==> config.mk <==
export PLATFORM = sky130hd
export DESIGN_NAME = onehot_rr_arbiter
export DESIGN_NICKNAME = d
export VERILOG_FILES = /design/src/rtl/onehot_rr_arbiter.sv
export SDC_FILE = /design/constraint.sdc
export NUM_CORES = 1
export LEC_CHECK = 0
export CAP_MARGIN = 10
export CORE_MARGIN = 2
export CORE_UTILIZATION = 55
export CTS_CLUSTER_SIZE = 24
export DETAILED_ROUTE_END_ITERATION = 12
export PLACE_DENSITY = 0.8
export SLEW_MARGIN = 10
export SYNTH_ARGS = -nofsm -noshare
export SYNTH_HDL_FRONTEND = slang
export SYNTH_SLANG_ARGS = --single-unit
==> constraint.sdc <==
create_clock -name clk -period 4.2 [get_ports clk]
set_input_delay 0.42 -clock clk [delete_from_list [all_inputs] [get_ports clk]]
set_output_delay 0.42 -clock clk [all_outputs]
set_load 0.005 [all_outputs]
==> src/rtl/onehot_rr_arbiter.sv <==
// Round-robin arbiter with a registered one-hot grant, its binary index, and an
// optional hold limit that forces the owner to give way after HOLD_MAX cycles.
module onehot_rr_arbiter #(
  parameter  int N        = 8,
  parameter  int HOLD_MAX = 0,
  localparam int IDX_W    = $clog2(N)
) (
  input  logic             clk,
  input  logic             rst,
  input  logic [N-1:0]     req,
  output logic [N-1:0]     grant,
  output logic [IDX_W-1:0] grant_idx,
  output logic             grant_valid,
  output logic             expired
);

  localparam int HC_W = (HOLD_MAX < 2) ? 1 : $clog2(HOLD_MAX + 1);
  localparam logic [HC_W-1:0] HOLD_LIM = HC_W'(HOLD_MAX);
  localparam bit HOLD_EN = (HOLD_MAX != 0);

  typedef enum logic [1:0] {IDLE, GRANT, GAP} state_t;

  state_t           state;
  logic [IDX_W-1:0] ptr;
  logic [HC_W-1:0]  hold_cnt;

  logic             win_found;
  logic [IDX_W-1:0] win_idx;
  logic [IDX_W-1:0] cand;
  logic             owner_req;
  logic             take_grant;

  // Search order starts at ptr and wraps; N is a power of two so the add wraps for free.
  always_comb begin
    win_found = 1'b0;
    win_idx   = '0;
    cand      = '0;
    for (int i = 0; i < N; i++) begin
      cand = ptr + IDX_W'(i);
      if (!win_found && req[cand]) begin
        win_found = 1'b1;
        win_idx   = cand;
      end
    end
  end

  always_comb begin
    owner_req  = req[grant_idx];
    // A fresh grant happens from IDLE/GAP, or on release with no idle bubble.
    take_grant = win_found && ((state != GRANT) || !owner_req);
  end

  always_ff @(posedge clk or posedge rst) begin
    if (rst) begin
      state       <= IDLE;
      ptr         <= '0;
      hold_cnt    <= '0;
      grant       <= '0;
      grant_idx   <= '0;
      grant_valid <= 1'b0;
      expired     <= 1'b0;
    end else begin
      expired <= 1'b0;
      if (take_grant) begin
        state       <= GRANT;
        grant       <= N'(1) << win_idx;
        grant_idx   <= win_idx;
        grant_valid <= 1'b1;
        ptr         <= win_idx + IDX_W'(1);
        hold_cnt    <= HOLD_EN ? HC_W'(1) : '0;
      end else if (state == GRANT && owner_req) begin
        if (HOLD_EN && hold_cnt == HOLD_LIM) begin
          state       <= GAP;
          grant       <= '0;
          grant_idx   <= '0;
          grant_valid <= 1'b0;
          expired     <= 1'b1;
        end else if (HOLD_EN && hold_cnt != HOLD_LIM) begin
          hold_cnt <= hold_cnt + HC_W'(1);
        end
      end else begin
        state       <= IDLE;
        grant       <= '0;
        grant_idx   <= '0;
        grant_valid <= 1'b0;
        hold_cnt    <= '0;
      end
    end
  end

endmodule

Word-level counts from Yosys, hierarchy flattened

Index checks and enable logic that the tools add are counted.

Bits in writable memories: 0
Latch bits: 0
Flip-flop bits (word level): 17
Input bits: 10
Memory bits (read-only): 0
Memories: 0
Word-level logic and storage cells: 86

Bitwise operators: 0
Mux-type cells: 42
Reductions and logical operators: 18
Magnitude comparators: 9
Shift-type cells: 1
Eq/ne operators: 3
Multipliers: 0
Add/sub/neg operators: 8
Divide/modulo/power cells: 0

Operator list:

| operator                                                                     | count |
|---|---|
| 3-bit by 4-bit less-than comparator with 1-bit output, second input constant | 9 |
| 3-bit two-way mux                                                            | 10 |
| 1-bit binary-select mux with 3-bit select                                    | 9 |
| 1-bit two-way mux                                                            | 19 |
| 8-bit two-way mux                                                            | 2 |
| 3-bit adder, second input constant                                           | 4 |
| 1-bit logical AND                                                            | 9 |
| 1-bit zero test                                                              | 8 |
| 1-bit by 3-bit left shift with 8-bit output, first input constant            | 1 |
| 3-bit by 1-bit adder with 3-bit output, second input constant                | 2 |
| 3-bit by 2-bit adder with 3-bit output, second input constant                | 2 |
| 2-bit two-way mux                                                            | 2 |
| 2-bit by 1-bit equality test with 1-bit output, second input constant        | 1 |
| 2-bit by 1-bit inequality test with 1-bit output, second input constant      | 1 |
| 2-bit inequality test, second input constant                                 | 1 |
| 1-bit logical OR                                                             | 1 |

Longest topological paths before layout

Depth in word-level cells: 26
Depth in mapped cells: 16
Gate-level depth less buffers: 13

Least setup slack after synthesis

OpenSTA, ideal clock, no wires.

Path kind: register -> register
Start: register ptr[0]
End: register grant[1]
Period minus slack after synthesis: 3.760 ns
Arrival time: 3.625 ns
Buffers on the path: 3
Path slack: 0.440 ns
Cell stages (with the launch flop): 14
Cell sequence: dfrtp_1 > buf_6 > buf_2 > inv_1 > ha_1 > buf_6 > mux4_2 > or4_4 > or3_1 > o221a_2 > and3_1 > ha_1 > a32oi_1 > o21ai_0

Longest elaborated chain between the ends: 26
Elaborated cells on any way between the ends: 57
Classes of those cells: add/sub (7); eq/ne (1); shift (1); mux (33); reduce/logical (15)

RTL lines:

| item                                                                            | line | text |
|---|---|---|
| from (decl)                                                                     | 24   | `logic [IDX_W-1:0] ptr;` |
| from (signal assigned)                                                          | 69   | `ptr <= win_idx + IDX_W'(1);` |
| branches (longest 26 deep; another with 3-bit by 1-bit adder with 3-bit output) | n/a  |  |
| to (signal assigned)                                                            | 66   | `grant <= N'(1) << win_idx;` |
| to (decl)                                                                       | 11   | `output logic [N-1:0] grant,` |

Several ways; the timed one is not identified. The select of a mux whose other input is x is not followed.
A chain may end at the register's enable or synchronous reset.

Worst setup path in the final report

Start: register ptr[1]
End: register grant[3]

Same word-level chain as after synthesis.

==> Flow_metrics.wiki <==
{| class="wikitable"
! Metric !! Value
|-
| Result of the run || finished, final reports clean
|-
| Portion of the post-synthesis area used by sequential elements || 22.26%
|-
| Post-synthesis instance area || 1687 µm²
|-
| Wirelength, routed || 4.473 mm
|-
| Number of diodes || 0
|-
| Total via count after detailed routing || 1,611
|-
| Number of cell rows || 20
|-
| Number of antenna violations at the first check in global routing || 0
|-
| Number of gates resized after cts || 0
|-
| Clock slew seen by the registers of the worst setup and hold paths || 0.10 ns
|-
| Setup WS post-layout || 0.3364 ns
|-
| CTS Buf Count || 3
|-
| Final Wtd Congestion || 1.002
|-
| Setup bufs post-CTS || 0
|-
| Most common library cell in the layout ignoring fill and taps || clkdlybuf4s50_1
|-
| # clock sinks || 15
|-
| Final cell count without fillers || 234
|-
| Die height || 59.38 µm
|-
| Predominant post-synthesis flop cell || dfrtp_1
|-
| Async set-reset flop share out of synthesis || 100.0%
|-
| Average routed wire per standard cell || 19.12 µm
|-
| Antenna viol nets, final || 0
|-
| Cells after Synth || 183
|-
| Post-DP HPWL || 3.310 mm
|-
| Post-synthesis to final-layout area growth || 14.47%
|-
| Depth of the worst register-to-register path || 12
|-
| Starting density of the core || 56.64%
|-
| Count of placed standard cells including taps || 230
|-
| # Max-Cap Violations || 0
|-
| Area of the die || 3525 µm²
|-
| GRT Total Usage || 28.41%
|-
| CTS tree || done
|-
| CTS Root Cell || clkbuf_4
|-
| Die Wd || 59.38 µm
|-
| Reg-to-reg startpoint || ptr[1]
|-
| Via-per-instance ratio || 6.885
|-
| Arrival time at the worst endpoint || 4.09 ns
|-
| Share of post-route cells with drive strength above 1 || 16.92%
|-
| Crit path to || grant[3]
|-
| Hold buffer count at cts || 0
|-
| Sort of element at the start of the critical path || flop
|-
| Post-synth top area share || 22.26%
|-
| Slew at the pin closest to its max-slew limit || 0.8397 ns
|-
| Final setup violation count || 0
|-
| WS Path Type || reg -> reg
|-
| Number of global-route vias before repair || 1,530
|-
| Maximum number of pins on one net before global-route repair || 18
|-
| Cell types occupying the most area after synthesis || dfrtp_1, mux4_2, ha_1
|-
| Number of iterations in the first detailed-routing pass || 4
|-
| FF-to-FF setup slack || 0.34 ns
|-
| Residual DRC || 0
|-
| Final hold violation count || 0
|-
| Final TNS setup || 0 ns
|-
| Post-synthesis sequential element count || 15
|-
| Number of different library cells in the post-synthesis netlist || 49
|-
| Number of nets in the finished design || 219
|-
| Insertion delay of the later-clocked pin in the worst-skew pair || 0.29 ns
|-
| Number of pins exceeding their max-slew limit in the final report || 0
|-
| Worst min-delay path class || in -> async
|-
| Required time of the critical path || 4.42 ns
|-
| Number of I/O port buffers || 21
|-
| Fin crit period || 3.864 ns
|-
| Largest fanout on the critical path || 9
|-
| Global-route wire length before repair || 7.576 mm
|-
| Worst-case clock skew || 0.005136 ns
|-
| Commonest cells after routing, fill and taps aside || clkdlybuf4s50_1, dfrtp_1, nand2_1, nand3_1, inv_1
|-
| Warnings from Yosys || 0
|-
| Leading area contributor after synthesis || dfrtp_1
|-
| Congestion Overflow GR || 0
|-
| Crit path launch || ptr[1]
|-
| Core area || 2978 µm²
|-
| Number of DRC markers in iteration 0 || 109
|-
| Synthesized net count || 200
|-
| Post-synth EDFFs || 0
|-
| Worst Setup End Kind || flop
|-
| Post-placement worst setup slack || 0.3505 ns
|-
| Peak Freq || 258.8 MHz
|-
| Deepest level of the CTS H-tree || 1
|-
| Rel. slew slack || 43.82%
|-
| Filler cell count in the final layout || 240
|-
| End of the worst register-to-register path || grant[3]
|-
| Tcrit/Tclk final || 91.99%
|-
| Unrepaired setup endpoints after global routing || no
|-
| Num ports || 23
|-
| Avg Inst Size Synth || 9.216 µm²
|-
| Number of buffers on the longest clock path || 2
|}
==> stage by stage <==
stage               utilization [%]  cell area (µm²)  hold WS (ns)
CTS                           64.83             1931        0.4919
detailed placement            63.91             1903        0.4766
global route                  64.83             1931        0.5272
finish                        64.83             1931        0.4851
global placement              63.91             1903        0.4760
floorplan                         -             1687        0.3215
==> worst min path at each step <==
stage | to | slack [ns] | depth (start not counted)
after floorplan | grant[0] | 0.32 | 1
after global placement | grant[7] | 0.48 | 2
after detailed placement | grant[7] | 0.48 | 2
after CTS | grant_idx[0] | 0.49 | 2
after global routing | grant[7] | 0.53 | 2
final | ptr[0] | 0.49 | 2
==> worst max-delay path, stage by stage (launching register included) <==
cell	delay [ns]
dfrtp_1	0.36
inv_1	0.11
ha_1	0.51
mux4_2	0.65
or4_4	0.60
or3_1	0.44
o221a_2	0.32
nand3_1	0.12
ha_1	0.22
inv_1	0.05
nor3_1	0.18
a32oi_1	0.11
o21ai_1	0.11
==> flip-flops by register name, indices dropped and copies added, names as in the netlist <==
name / count
grant: 8
grant_idx: 3
ptr: 3
state: 1
==> kinds of logic (layout without fill, tap and decap cells) <==
| kind of cell | Yosys count | in the layout | synth area share, % |
|---|---|---|---|
| buffers and inverters | 24 | 42 | 6.751 |
| DFF | 15 | 15 | 22.26 |
| xor gates and xnor gates | 3 | 3 | 1.558 |
| other | 1 | 1 | 0.2223 |
| and+or+nand+nor | 60 | 60 | 19.21 |
| AOI/OAI and AO/OA | 50 | 50 | 20.77 |
| muxes | 23 | 23 | 24.04 |
| adders and majority gates | 7 | 7 | 5.193 |
==> area by class of cell <==
cell class / count / area [µm²] / area share [%]
clock buffers: 3 / 22.52 / 1.167
clock inverters: 1 / 5.005 / 0.2592
inverters: 13 / 48.80 / 2.528
multi-input cells: 144 / 1197 / 62.02
flip-flops and latches: 15 / 375.4 / 19.44
well taps: 33 / 41.29 / 2.139
repair buffers: 25 / 240.2 / 12.44
==> metal layers <==
metal	global-route usage [%]	routed length (µm)	part of all wire [%]
met5	0	0	0
met4	10.71	113	2.5
met3	2.402	250	5.6
met2	44.43	2141	48
met1	40.95	1967	44
==> cell usage after synthesis, types with 2 or more instances <==
master / n
a21oi_1: 8
a221oi_1: 2
a32oi_1: 9
and3_1: 2
buf_2: 4
buf_6: 2
clkbuf_1: 4
dfrtp_1: 15
ha_1: 7
inv_1: 13
mux2_2: 7
mux2i_1: 3
mux4_2: 12
nand2_1: 14
nand2b_1: 2
nand3_1: 14
nor2_1: 10
nor3_1: 4
nor4_2: 2
o21ai_0: 10
o21ai_1: 5
o31ai_1: 3
o32a_1: 3
or3_1: 2
xor2_1: 2
Power is left out: the tool's default activity adds up to more than one toggle a clock period on the data nets, which glitch-free logic cannot reach.
